### config.mk
export PLATFORM = sky130hd
export DESIGN_NAME = digit_serial_logical_compare_flat
export DESIGN_NICKNAME = d
export VERILOG_FILES = /design/src/rtl/logical_compare_pkg.sv /design/src/rtl/digit_serial_logical_compare_if.sv /design/src/rtl/logical_digit_cmp.sv /design/src/rtl/digit_serial_logical_compare.sv /design/src/flat_wrapper.sv
export SDC_FILE = /design/constraint.sdc
export NUM_CORES = 1
export LEC_CHECK = 0
export BUFFER_PORTS_ARGS = -buffer_cell sky130_fd_sc_hd__buf_4
export CORE_MARGIN = 2
export CORE_UTILIZATION = 35
export CTS_BUF_LIST = sky130_fd_sc_hd__clkbuf_8
export DETAILED_ROUTE_END_ITERATION = 6
export SETUP_SLACK_MARGIN = 0.5
export SYNTH_ARGS = -nofsm -noshare
export SYNTH_HDL_FRONTEND = slang
export SYNTH_HIERARCHICAL = 1
export SYNTH_SLANG_ARGS = --single-unit
### constraint.sdc
create_clock -name clk -period 8 [get_ports clk]
set_input_delay 1.6 -clock clk [delete_from_list [all_inputs] [get_ports clk]]
set_output_delay 1.6 -clock clk [all_outputs]
set_load 0.01 [all_outputs]
### src/rtl/logical_compare_pkg.sv
// Shared types for the digit-serial logical comparator: relational opcodes,
// FSM states and the helper that maps the final gt/eq flags to the result bit.
package logical_compare_pkg;

    // Relational operation selector. Codes 6 and 7 are reserved and yield c=0.
    typedef enum logic [2:0] {
        EQ = 3'd0,
        NE = 3'd1,
        LT = 3'd2,
        LE = 3'd3,
        GT = 3'd4,
        GE = 3'd5
    } cmp_op_e;

    typedef enum logic [1:0] {
        IDLE    = 2'd0,
        COMPARE = 2'd1,
        DONE    = 2'd2
    } state_e;

    // Result of (a op b) given the final magnitude decision.
    function automatic logic eval_op(input logic [2:0] op, input logic gt, input logic eq);
        logic lt;
        lt = ~gt & ~eq;
        case (op)
            EQ:      eval_op = eq;
            NE:      eval_op = ~eq;
            LT:      eval_op = lt;
            LE:      eval_op = lt | eq;
            GT:      eval_op = gt;
            GE:      eval_op = gt | eq;
            default: eval_op = 1'b0;
        endcase
    endfunction

endpackage

### src/rtl/digit_serial_logical_compare_if.sv
// Handshake and data bundle of the digit-serial comparator.
// master: the producer/consumer side; slave: the comparator itself.
interface digit_serial_logical_compare_if #(
    parameter int N = 32
);
    logic         in_valid;
    logic         in_ready;
    logic [N-1:0] a;
    logic [N-1:0] b;
    logic [2:0]   op;
    logic         is_signed;
    logic         out_valid;
    logic         out_ready;
    logic         c;
    logic         gt;
    logic         eq;

    modport master (
        output in_valid, a, b, op, is_signed, out_ready,
        input  in_ready, out_valid, c, gt, eq
    );

    modport slave (
        input  in_valid, a, b, op, is_signed, out_ready,
        output in_ready, out_valid, c, gt, eq
    );
endinterface

### src/rtl/logical_digit_cmp.sv
// Combinational W-bit digit comparator. Inverting the MSB of both digits turns
// the unsigned compare into a two's-complement compare for the top digit.
module logical_digit_cmp #(
    parameter int W = 8
) (
    input  logic [W-1:0] x,
    input  logic [W-1:0] y,
    input  logic         invert_msb,
    output logic         dgt,
    output logic         deq
);

    logic [W-1:0] xm;
    logic [W-1:0] ym;

    // Optional sign-bit flip, then plain unsigned magnitude compare.
    always_comb begin
        // NOTE: every variable written here gets a default first, so no latch is inferred.
        xm         = x;
        ym         = y;
        xm[W-1]    = x[W-1] ^ invert_msb;
        ym[W-1]    = y[W-1] ^ invert_msb;
        dgt        = (xm > ym);
        deq        = (xm == ym);
    end

endmodule

### src/rtl/digit_serial_logical_compare.sv
// Digit-serial relational comparator: N-bit operands compared MSB-first,
// one W-bit digit per clock, with valid/ready on both sides.
// Build option: LOGICAL_COMPARE_EARLY_EXIT_EN -- finish on the first
// differing digit instead of always spending D compare cycles.
module digit_serial_logical_compare
    import logical_compare_pkg::*;
#(
    parameter int N = 32,
    parameter int W = 8
) (
    input logic                          clk,
    input logic                          rst_n,
    digit_serial_logical_compare_if.slave bus
);

    localparam int D     = N / W;
    localparam int CNT_W = (D > 1) ? $clog2(D) : 1;

`ifdef LOGICAL_COMPARE_EARLY_EXIT_EN
    localparam bit EARLY_EXIT = 1'b1;
`else
    localparam bit EARLY_EXIT = 1'b0;
`endif

    state_e             state_q, state_d;
    logic [CNT_W-1:0]   cnt_q, cnt_d;
    logic               dec_q, dec_d;     // a differing digit has been seen
    logic               dgt_q, dgt_d;     // direction of that first difference
    logic               c_q, c_d;
    logic               gt_q, gt_d;
    logic               eq_q, eq_d;

    // Operands are held left-aligned; the current digit is always the top W bits.
    logic [N-1:0]       a_q, b_q;
    logic [2:0]         op_q;
    logic               sgn_q;

    logic               accept;
    logic               last_digit;
    logic               dig_gt, dig_eq;
    logic               now_dec, now_gt;
    logic               finish;

    assign accept     = bus.in_valid && (state_q == IDLE);
    assign last_digit = (cnt_q == CNT_W'(D - 1));

    logical_digit_cmp #(.W(W)) u_digit (
        .x          (a_q[N-1 -: W]),
        .y          (b_q[N-1 -: W]),
        .invert_msb (sgn_q && (cnt_q == '0)),
        .dgt        (dig_gt),
        .deq        (dig_eq)
    );

    // The first differing digit decides; later digits only matter while undecided.
    assign now_dec = dec_q | ~dig_eq;
    assign now_gt  = dec_q ? dgt_q : dig_gt;
    assign finish  = last_digit || (EARLY_EXIT && !dig_eq);

    // Next-state and result logic.
    always_comb begin
        state_d = state_q;
        cnt_d   = cnt_q;
        dec_d   = dec_q;
        dgt_d   = dgt_q;
        c_d     = c_q;
        gt_d    = gt_q;
        eq_d    = eq_q;
        case (state_q)
            IDLE: begin
                if (accept) begin
                    state_d = COMPARE;
                    cnt_d   = '0;
                    dec_d   = 1'b0;
                    dgt_d   = 1'b0;
                    c_d     = 1'b0;
                    gt_d    = 1'b0;
                    eq_d    = 1'b0;
                end
            end
            COMPARE: begin
                cnt_d = cnt_q + CNT_W'(1);
                dec_d = now_dec;
                dgt_d = now_gt;
                if (finish) begin
                    state_d = DONE;
                    gt_d    = now_gt;
                    eq_d    = ~now_dec;
                    c_d     = eval_op(op_q, now_gt, ~now_dec);
                end
            end
            DONE: begin
                if (bus.out_ready) begin
                    state_d = IDLE;
                end
            end
            default: state_d = IDLE;
        endcase
    end

    // Control state with synchronous active-low reset; discards any in-flight work.
    always_ff @(posedge clk) begin
        // NOTE: sequential state uses non-blocking assignments so all registers update together.
        if (!rst_n) begin
            state_q <= IDLE;
            cnt_q   <= '0;
            dec_q   <= 1'b0;
            dgt_q   <= 1'b0;
            c_q     <= 1'b0;
            gt_q    <= 1'b0;
            eq_q    <= 1'b0;
        end else begin
            state_q <= state_d;
            cnt_q   <= cnt_d;
            dec_q   <= dec_d;
            dgt_q   <= dgt_d;
            c_q     <= c_d;
            gt_q    <= gt_d;
            eq_q    <= eq_d;
        end
    end

    // Operand capture and per-cycle digit advance.
    always_ff @(posedge clk) begin
        // NOTE: datapath registers carry no reset; they are always loaded on accept before use.
        if (accept) begin
            a_q   <= bus.a;
            b_q   <= bus.b;
            op_q  <= bus.op;
            sgn_q <= bus.is_signed;
        end else if (state_q == COMPARE) begin
            a_q   <= a_q << W;
            b_q   <= b_q << W;
        end
    end

    assign bus.in_ready  = (state_q == IDLE);
    assign bus.out_valid = (state_q == DONE);
    assign bus.c         = c_q;
    assign bus.gt        = gt_q;
    assign bus.eq        = eq_q;

endmodule

### src/flat_wrapper.sv
// flat-port wrapper written by rule: the top's interface ports become plain ports
module digit_serial_logical_compare_flat import logical_compare_pkg::*;
#(
    parameter int N = 32,
    parameter int W = 8
)
  (clk, rst_n, bus_in_valid, bus_a, bus_b, bus_op, bus_is_signed, bus_out_ready, bus_in_ready, bus_out_valid, bus_c, bus_gt, bus_eq);
  digit_serial_logical_compare_if #(.N(N)) bus_i ();
  input logic clk;
  input logic rst_n;
  input wire logic [$bits(bus_i.in_valid)-1:0] bus_in_valid;
  input wire logic [$bits(bus_i.a)-1:0] bus_a;
  input wire logic [$bits(bus_i.b)-1:0] bus_b;
  input wire logic [$bits(bus_i.op)-1:0] bus_op;
  input wire logic [$bits(bus_i.is_signed)-1:0] bus_is_signed;
  input wire logic [$bits(bus_i.out_ready)-1:0] bus_out_ready;
  output wire logic [$bits(bus_i.in_ready)-1:0] bus_in_ready;
  output wire logic [$bits(bus_i.out_valid)-1:0] bus_out_valid;
  output wire logic [$bits(bus_i.c)-1:0] bus_c;
  output wire logic [$bits(bus_i.gt)-1:0] bus_gt;
  output wire logic [$bits(bus_i.eq)-1:0] bus_eq;
  assign bus_i.in_valid = bus_in_valid;
  assign bus_i.a = bus_a;
  assign bus_i.b = bus_b;
  assign bus_i.op = bus_op;
  assign bus_i.is_signed = bus_is_signed;
  assign bus_i.out_ready = bus_out_ready;
  assign bus_in_ready = bus_i.in_ready;
  assign bus_out_valid = bus_i.out_valid;
  assign bus_c = bus_i.c;
  assign bus_gt = bus_i.gt;
  assign bus_eq = bus_i.eq;
  digit_serial_logical_compare #(.N(N), .W(W)) u_core (.clk(clk), .rst_n(rst_n), .bus(bus_i));
endmodule
==> results of run 1 <==
==> state kept, by name, indices dropped and copies added (netlist names) <==
name,cells
u_core/state_q,2
u_core/op_q,3
u_core/dgt_q,1
u_core/cnt_q,2
u_core/bus.c,1
u_core/a_q,32
u_core/sgn_q,1
u_core/b_q,32
u_core/dec_q,1
u_core/bus.eq,1
u_core/bus.gt,1
==> routing by layer <==
layer  GRT usage, %  up-vias  wire [microns]
li1               -     1247               -
met2           21.6       51            3340
met5              0        -               0
met3           2.69       13             250
met4           7.53        0             189
met1           14.1     1057            2690
==> worst reg2reg max path: stages, from the launching register on <==
cell and delay (ns):
dfxtp_1 0.36, inv_1 0.07, ha_1 0.19, and2_1 0.18, xor2_1 0.18, ha_1 0.34
a21oi_1 0.14, o21ai_0 0.12, o22a_1 0.24, nor3_1 0.19, a31oi_1 0.07, a221o_1 0.38
a221oi_2 0.27
==> kinds of logic (layout without fill, tap and decap cells) <==
group / after synthesis / in the layout / synth area share (%)
and+or+nand+nor: 189 / 189 / 22.4
AOI/OAI and AO/OA: 23 / 23 / 4.71
adders and majority gates: 10 / 10 / 3.54
DFF: 77 / 77 / 62.8
buffers and inverters: 27 / 107 / 4.92
xor gates and xnor gates: 5 / 5 / 1.24
muxes: 1 / 1 / 0.318
==> worst paths after layout <==
path                         from         endpoint  slack (ns)  cells after the start
setup / recovery     bus_in_valid   u_core/a_q[11]        4.78                      6
hold reg to reg   u_core/cnt_q[1]  u_core/cnt_q[1]        0.49                      2
hold / removal    u_core/cnt_q[1]  u_core/cnt_q[1]        0.49                      2
setup reg to reg  u_core/cnt_q[0]     u_core/bus.c        5.18                     12
==> layout by cell type (no fill, tap or decap), drive strengths merged, types with 2 or more instances in the layout <==
master    n
inv      14
nor2      9
xnor2     3
xor2      2
a32oi     2
o21ai     3
buf      78
clkbuf    9
dfxtp     9
a21oi    10
nor2b     5
clkinv    4
ha       10
nand2   150
a22oi     2
nand3     3
and2     17
nand4     2
edfxtp   68
==> area by class of cell <==
class | count | area share (%)
Sequential cell | 77 | 50.9
Timing Repair Buffer | 78 | 13.4
Clock inverter | 7 | 1.66
Clock buffer | 9 | 2.84
Inverter | 13 | 1.23
Tap cell | 133 | 3.81
Multi-Input combinational cell | 228 | 26.2
==> power groups by stage <==
stage / registers, mW / logic, mW / clock network [mW]
final: 0.505 / 0.137 / 0.290
after floorplan: 0.512 / 0.0951 / 0
after global placement: 0.513 / 0.134 / 0
after CTS: 0.506 / 0.139 / 0.300
after detailed placement: 0.515 / 0.138 / 0
after global routing: 0.509 / 0.156 / 0.316
==> per-stage QoR <==
stage	power, mW	hold WS (ns)	util, %	instance area, sq um
after global routing	0.981	0.516	44.7	4370
after global placement	0.647	0.470	42.7	4170
final	0.932	0.490	44.7	4370
after CTS	0.944	0.497	44.7	4370
after floorplan	0.607	0.461	-	3540
after detailed placement	0.653	0.485	42.7	4170
==> impl_metrics.tcl, run 1 <==
set metrics [dict create \
    overflow 0 \
    synth_top_area_share_pct 57.7 \
    antenna_found_initial 0 \
    period_minus_slack_ns 3.22 \
    cap_violations 0 \
    coreArea_sq_um 9770 \
    max_freq_ghz 0.310 \
    min_period_over_period_pct 40.3 \
    arrival_ns 3.20 \
    synth_edf_count 68 \
    drc_errors 0 \
    cts-buffers-inserted 9 \
    post_synth_inst_count 332 \
    synth_seq_area_share_pct 62.8 \
    hold_viol 0 \
    dp_hpwl_microns 4390 \
    power_switching_mw 0.233 \
    avgRoutedWirePerCell_microns 11.9 \
    ctsHoldBuffers 0 \
    crit_fanout 64 \
    critical_path_required_ns 7.98 \
    final_max_slew_viol_count 0 \
    slew_headroom_pct 47.7 \
    die_x_microns 105 \
    antenna_left 0 \
    cts_resized 0 \
    synth_area_leader_cell "edfxtp_1" \
    port_buffers 76 \
    start_util_pct 36.2 \
    synth_most_common_cell "nand2_1" \
    drive_gt1_share_pct 25.0 \
    fill_cells 947 \
    worstSetupPathType "primary input to register" \
    tns_ns 0 \
    cts_num_sinks 77 \
    intPower_mw 0.699 \
    p_leak_nw 1.94 \
    critPathSlowestCell "buf_4" \
    synth.lib_cells_used.distinct 37 \
    insertion_delay_ns 0.35 \
    finClkSkew_ns 0.0104 \
    drtPass1Iterations 4 \
    endpoint_kind "register" \
    cts_tree "yes" \
    multi_input_area_sq_um 1140 \
    drtIter0Drc 119 \
    layout_setup_ws_ns 4.78 \
    yosys-top-cells-area "edfxtp_1 (58%), nand2_1 (16%), dfxtp_1 (5.1%)" \
    syn-cell-area_sq_um 3540 \
    clkPwrFrac_pct 31.1 \
    num_vias 2368 \
    clk_pin_slew_ns 0.08 \
    finalWirelength_microns 6470 \
    path_cells "buf_4 -> inv_1 -> or3_2 -> buf_4 -> nand2_2 -> buf_4" \
    slowest_delay_ns 0.61 \
    critPathLaunchType "primary input" \
    pre_cts_slack_ns 4.40 \
    swShare_pct 25.0 \
    yosys_warnings 6 \
    die-height_microns 105 \
    n_antenna_cell 0 \
    ys.flop_type "edfxtp_1" \
    num_rows 36 \
    cp_top_family "buffers and inverters" \
    fp.dieArea_sq_um 10900 \
    cts_root_buf "clkbuf_8" \
    cts_setup_buffers 0 \
    synthArstFlopShare_pct 0 \
    path_buf_inv 4 \
    finalSetupViolCount 0 \
    final_cells 545 \
    worstMarginPinSlew_ns 0.784 \
    routed_via_density 4.34 \
    syn_to_final_growth_pct 23.5 \
    clockBufferDepth 2 \
    p_seq_share_pct 54.2 \
    pwr-share-comb_pct 14.7 \
    cp_common_cell "buf_4" \
    register_area_sq_um 2220 \
    grt.total_usage_pct 12.5 \
    rsz0062_at_grt "false" \
    gp_routability_congestion 0.697 \
    grt_pass1_wl_microns 10800 \
    status "complete, no violations" \
    synthTopCellsByCount "nand2_1 (150), edfxtp_1 (68), and2_1 (17)" \
    hold_path_class "register to register" \
    nNetsFinal 489 \
    peakVddDrop_v 0.0000806 \
    htree_levels 3 \
    grt_pass1_vias 2432 \
    ys_seq_elements 77 \
    ios 77 \
    place_inst 529 \
    grt_max_degree 70 \
    syn_area_per_cell_sq_um 10.7 \
    syn-num-nets 414 \
    power.density_nw_per_um2 213 \
]
No activity file was read; power rests on OpenSTA's default activity.
==> run 2, diff against run 1 <==
ABC_AREA = 1   (was default)
clock period = 3.3 ns   (was 8 ns; I/O delays follow)
==> run 2 against run 1 <==
Power grew 150%. Register-to-register slack worse by 4.1 ns. Sequential power increased by 150%. Clock-buffer cell count increased by 1. Non-clock buffer count grew 2. Area after synthesis down 0.25%. First-iteration DRC count down 1.7%.
==> impl_metrics.tcl, run 2 <==
set metrics [dict create \
    power.density_nw_per_um2 528 \
    cts_root_buf "clkbuf_8" \
    finalPower_mw 2.32 \
    hold_viol 0 \
    fp.dieArea_sq_um 10900 \
    register_area_sq_um 2220 \
    drtPass1Iterations 4 \
    yosys_warnings 6 \
    max_freq_ghz 0.443 \
    drc_errors 0 \
    port_buffers 76 \
    place_area_sq_um 4200 \
    reg2reg_slack_ns 1.04 \
    ys_seq_elements 77 \
    gp_routability_congestion 0.777 \
    critPathSlowestCell "dfxtp_1" \
    cts_setup_buffers 0 \
    r2r_cells 18 \
    grt_pass1_vias 2505 \
    design_area_sq_um 4400 \
    fill_cells 976 \
    dp_hpwl_microns 4640 \
    synthArstFlopShare_pct 0 \
    post_synth_inst_count 367 \
    overflow 0 \
    cts-buffers-inserted 9 \
    rsz0062_at_grt "false" \
    final_common_cell "nand2_1" \
    min_period_over_period_pct 68.4 \
    grt_pass1_wl_microns 11200 \
    clk_pin_slew_ns 0.08 \
    synthTopCellsByCount "nand2_1 (172), edfxtp_1 (68), inv_1 (41)" \
    slowest_delay_ns 0.38 \
    slew_headroom_pct 55.9 \
    clockBufferDepth 2 \
    arrival_ns 2.54 \
    finClkSkew_ns 0.0113 \
    cts_num_sinks 77 \
    syn-num-nets 449 \
    synth.lib_cells_used.distinct 23 \
    cp_top_family "simple AND/OR/NAND/NOR gates" \
    htree_levels 3 \
    syn_to_final_growth_pct 24.7 \
    n_antenna_cell 0 \
    endpoint_kind "register" \
    p_leak_nw 2.12 \
    path_cells "inv_1 -> ha_1 -> nand2_1 -> inv_1 -> xor2_1 -> ha_1 -> a21o_2 -> nor2_1 -> a21oi_2 -> inv_1 -> nand2_1 -> nand2_1 -> nand2_1 -> nand2_1 -> nand2_1 -> nand2_1 -> nand2_1 -> a21oi_1" \
    critical_path_required_ns 3.59 \
    ctsHoldBuffers 0 \
    syn-cell-area_sq_um 3530 \
    largest_registers "u_core/a_q: 32 flops, u_core/b_q: 32 flops, u_core/op_q: 3 flops" \
    routed_via_density 4.27 \
    synth_most_common_cell "nand2_1" \
    final_max_slew_viol_count 0 \
    cts_tree "yes" \
    grt_max_degree 69 \
    start_util_pct 36.1 \
    tns_ns 0 \
    path_buf_inv 3 \
    avgRoutedWirePerCell_microns 11.2 \
    hold_path_class "primary input to register" \
    die-height_microns 104 \
    grt.total_usage_pct 12.9 \
    cp_num_cells 18 \
    drtIter0Drc 117 \
    worstSetupPathType "register to register" \
    synth_area_leader_cell "edfxtp_1" \
    status "complete, no violations" \
    postLayoutCoreUtil_pct 45.0 \
    crit_fanout 4 \
    synth_seq_area_share_pct 63.0 \
    period_minus_slack_ns 2.26 \
    die_x_microns 104 \
    finalSetupViolCount 0 \
    yosys-top-cells-area "edfxtp_1 (58%), nand2_1 (18%), dfxtp_1 (5.1%)" \
    ys.flop_type "edfxtp_1" \
    worstMarginPinSlew_ns 0.662 \
    num_rows 36 \
    cts_resized 0 \
    antenna_found_initial 0 \
    peakVddDrop_v 0.000256 \
    synth_edf_count 68 \
    finalWirelength_microns 6540 \
    cp_common_cell "nand2_1" \
    min_path_cells 1 \
    antenna_left 0 \
    mostFrequentLayoutCells "nand2_1 (172), buf_4 (80), edfxtp_1 (68)" \
    place_inst 568 \
    insertion_delay_ns 0.35 \
    cap_violations 0 \
    multi_input_area_sq_um 1050 \
    ios 77 \
    coreArea_sq_um 9770 \
    synth_top_area_share_pct 57.9 \
    nNetsFinal 528 \
    drive_gt1_share_pct 23.7 \
    critPathLaunchType "register" \
    final_cells 584 \
    num_vias 2491 \
    syn_area_per_cell_sq_um 9.61 \
]
run 2: cell families (layout without fill, tap and decap cells):
group           after synthesis  in the layout  synth area share (%)
compound gates               16             16                  2.48
xor+xnor                      2              2                 0.497
fa+ha+maj                    10             10                  3.55
buf+inv                      55            139                  7.17
flops                        77             77                  63.0
simple gates                207            207                  23.3
run 2: path summary, 6_finish.rpt:
kind              startpoint        endpoint
max          u_core/cnt_q[0]    u_core/bus.c
min                bus_op[2]  u_core/op_q[2]
max reg2reg  u_core/cnt_q[0]    u_core/bus.c
min reg2reg     u_core/dgt_q    u_core/dgt_q
run 2: final cells by class:
| class | count | area share (%) |
|---|---|---|
| flip-flops and latches | 77 | 50.5 |
| multi-input cells | 235 | 23.9 |
| repair buffers | 80 | 13.7 |
| well taps | 133 | 3.78 |
| inverters | 43 | 3.67 |
| clock buffers | 10 | 3.13 |
| clock inverters | 6 | 1.34 |
run 2: power breakdown:
part | switching (mW) | internal, mW | total [mW]
combinational | 0.216 | 0.160 | 0.376
sequential | 0.0340 | 1.21 | 1.24
clock | 0.335 | 0.368 | 0.703
run 2: through the flow:
step	setup WS (ns)	hold slack [ns]
floorplan	0.757	0.439
CTS	1.04	0.461
detailed placement	1.07	0.464
global placement	1.16	0.459
global route	0.797	0.461
finish	1.04	0.478
run 2: metal layers:
| metal | vias up | wire length, microns | global-route usage (%) |
|---|---|---|---|
| met4 | 0 | 163 | 7.24 |
| met3 | 12 | 283 | 2.13 |
| met5 | - | 0 | 0 |
| met2 | 59 | 3180 | 20.8 |
| met1 | 1105 | 2920 | 16.5 |
| li1 | 1315 | - | - |
==> run 3, diff against run 2 <==
clock period = 2.2 ns   (was 3.3 ns; I/O delays follow)
==> run 3 against run 2 <==
First-iteration DRC count down 26%. Power increased by 53%. Sequential share of layout area is 1.5 points lower. Via count up 1.0%. Critical endpoint unchanged. Largest power group unchanged.
==> impl_metrics.tcl, run 3 (same netlist as run 2, synthesis figures left out) <==
set metrics [dict create \
    peakVddDrop_v 0.000350 \
    postLayoutCoreUtil_pct 46.5 \
    crit-reg2reg-launch "u_core/cnt_q[1]" \
    place_inst 568 \
    met3_length_microns 228 \
    cap_violations 0 \
    finalSetupViolCount 0 \
    cts_num_sinks 77 \
    status "complete, no violations" \
    grt_pass1_vias 2552 \
    finClkSkew_ns 0.00733 \
    endpoint_kind "register" \
    critical_path_required_ns 2.43 \
    n_antenna_cell 0 \
    crit_path_end "u_core/bus.c" \
    worstMarginPinSlew_ns 0.375 \
    fill_cells 971 \
    cts_root_buf "clkbuf_8" \
    routed_via_density 4.27 \
    grt_pass1_wl_microns 11600 \
    start_util_pct 36.1 \
    grt_max_degree 53 \
    route.met2.wl_microns 3380 \
    drc_errors 0 \
    syn_to_final_growth_pct 28.7 \
    startpoint "u_core/cnt_q[1]" \
    min_path_cells 1 \
    drtPass1Iterations 4 \
    critPathLaunchType "register" \
    port_buffers 76 \
    p_leak_nw 2.14 \
    drive_gt1_share_pct 28.9 \
    finalWirelength_microns 6980 \
    die_x_microns 104 \
    min_period_over_period_pct 96.2 \
    nNetsFinal 534 \
    avgRoutedWirePerCell_microns 11.8 \
    r2r_cells 15 \
    num_rows 36 \
    dp_hpwl_microns 4740 \
    insertion_delay_ns 0.34 \
    hold_viol 0 \
    die-height_microns 104 \
    ios 77 \
    worstSetupPathType "register to register" \
    rsz0062_at_grt "true" \
    largest_registers "u_core/a_q: 32 flops, u_core/b_q: 32 flops, u_core/op_q: 3 flops" \
    pre_cts_slack_ns 0.0326 \
    period_minus_slack_ns 2.12 \
    tns_ns 0 \
    rr_endpoint "u_core/bus.c" \
    hold_path_class "primary input to register" \
    clk_pin_slew_ns 0.08 \
    routed.top_layer "met4" \
    max_freq_ghz 0.472 \
    htree_levels 3 \
    layout_setup_ws_ns 0.0832 \
    slew_headroom_pct 75.0 \
    wl_met1_microns 3320 \
    power.density_nw_per_um2 780 \
    num_vias 2517 \
    fp.dieArea_sq_um 10900 \
    finalPower_mw 3.54 \
    cts-buffers-inserted 9 \
    grt.total_usage_pct 13.4 \
    antenna_found_initial 0 \
    mostFrequentLayoutCells "nand2_1 (168), buf_4 (82), edfxtp_1 (68)" \
    final_max_slew_viol_count 0 \
    overflow 0 \
    drtIter0Drc 86 \
    reg2reg_slack_ns 0.08 \
    arrival_ns 2.34 \
    final_cells 590 \
    cts_tree "yes" \
    gp_routability_congestion 0.781 \
    coreArea_sq_um 9770 \
    antenna_left 0 \
    final_common_cell "nand2_1" \
    crit_fanout 3 \
    clockBufferDepth 2 \
]
run 3: how the worst min path moves through the flow:
stage / slack (ns) / to / startpoint
CTS: 0.25 / u_core/op_q[0] / bus_op[0]
floorplan: 0.43 / u_core/cnt_q[0] / u_core/cnt_q[0]
detailed placement: 0.45 / u_core/cnt_q[0] / u_core/cnt_q[0]
global route: 0.25 / u_core/op_q[2] / bus_op[2]
global placement: 0.44 / u_core/cnt_q[0] / u_core/cnt_q[0]
finish: 0.27 / u_core/op_q[0] / bus_op[0]
run 3: power breakdown:
part | switching (mW) | total [mW] | internal, mW | leakage [nW]
Combinational | 0.365 | 0.649 | 0.284 | 1.29
Clock | 0.513 | 1.03 | 0.516 | 0.0903
Sequential | 0.0511 | 1.86 | 1.81 | 0.759
Total | 0.929 | 3.54 | 2.61 | 2.14
run 3: metal layers:
metal / up-vias / GRT usage (%)
li1: 1327 / -
met1: 1137 / 17.4
met2: 49 / 21.8
met3: 4 / 3.01
met4: 0 / 4.83
met5: - / 0
run 3: layout make-up:
cell class / count / area, sq um / area share, %
clock buffers: 9 / 124 / 2.73
multi-input cells: 235 / 1130 / 24.8
inverters: 43 / 170 / 3.75
clock inverters: 7 / 66.3 / 1.46
well taps: 133 / 166 / 3.66
flip-flops and latches: 77 / 2230 / 49.0
repair buffers: 86 / 661 / 14.5
run 3: repair_timing:
| action | in CTS | in global routing |
|---|---|---|
| buffers inserted | 4 | 2 |
| cloned | 0 | 0 |
| hold buffers | 0 | 0 |
| endpoints found under the setup margin | 9 | 88 |
| resized for setup | 8 | 7 |
| pin swaps | 9 | 10 |
run 3: critical path, cell delays in order, from the launching register on:
cell	delay [ns]
dfxtp_2	0.34
inv_2	0.05
ha_4	0.15
nand2_2	0.05
inv_2	0.04
xor2_1	0.13
ha_1	0.31
nand2_2	0.10
nor3_4	0.25
nand3_1	0.19
nand2_1	0.12
nand2_1	0.06
nand3_2	0.06
nand2_1	0.05
nand2_1	0.06
a21oi_2	0.05
run 3: through the flow:
step / hold WS (ns) / area [sq um]
5_1_grt: 0.245 / 4540
2_1_floorplan: 0.428 / 3570
3_3_place_gp: 0.436 / 4240
3_5_place_dp: 0.454 / 4240
4_1_cts: 0.254 / 4500
6_report: 0.275 / 4540
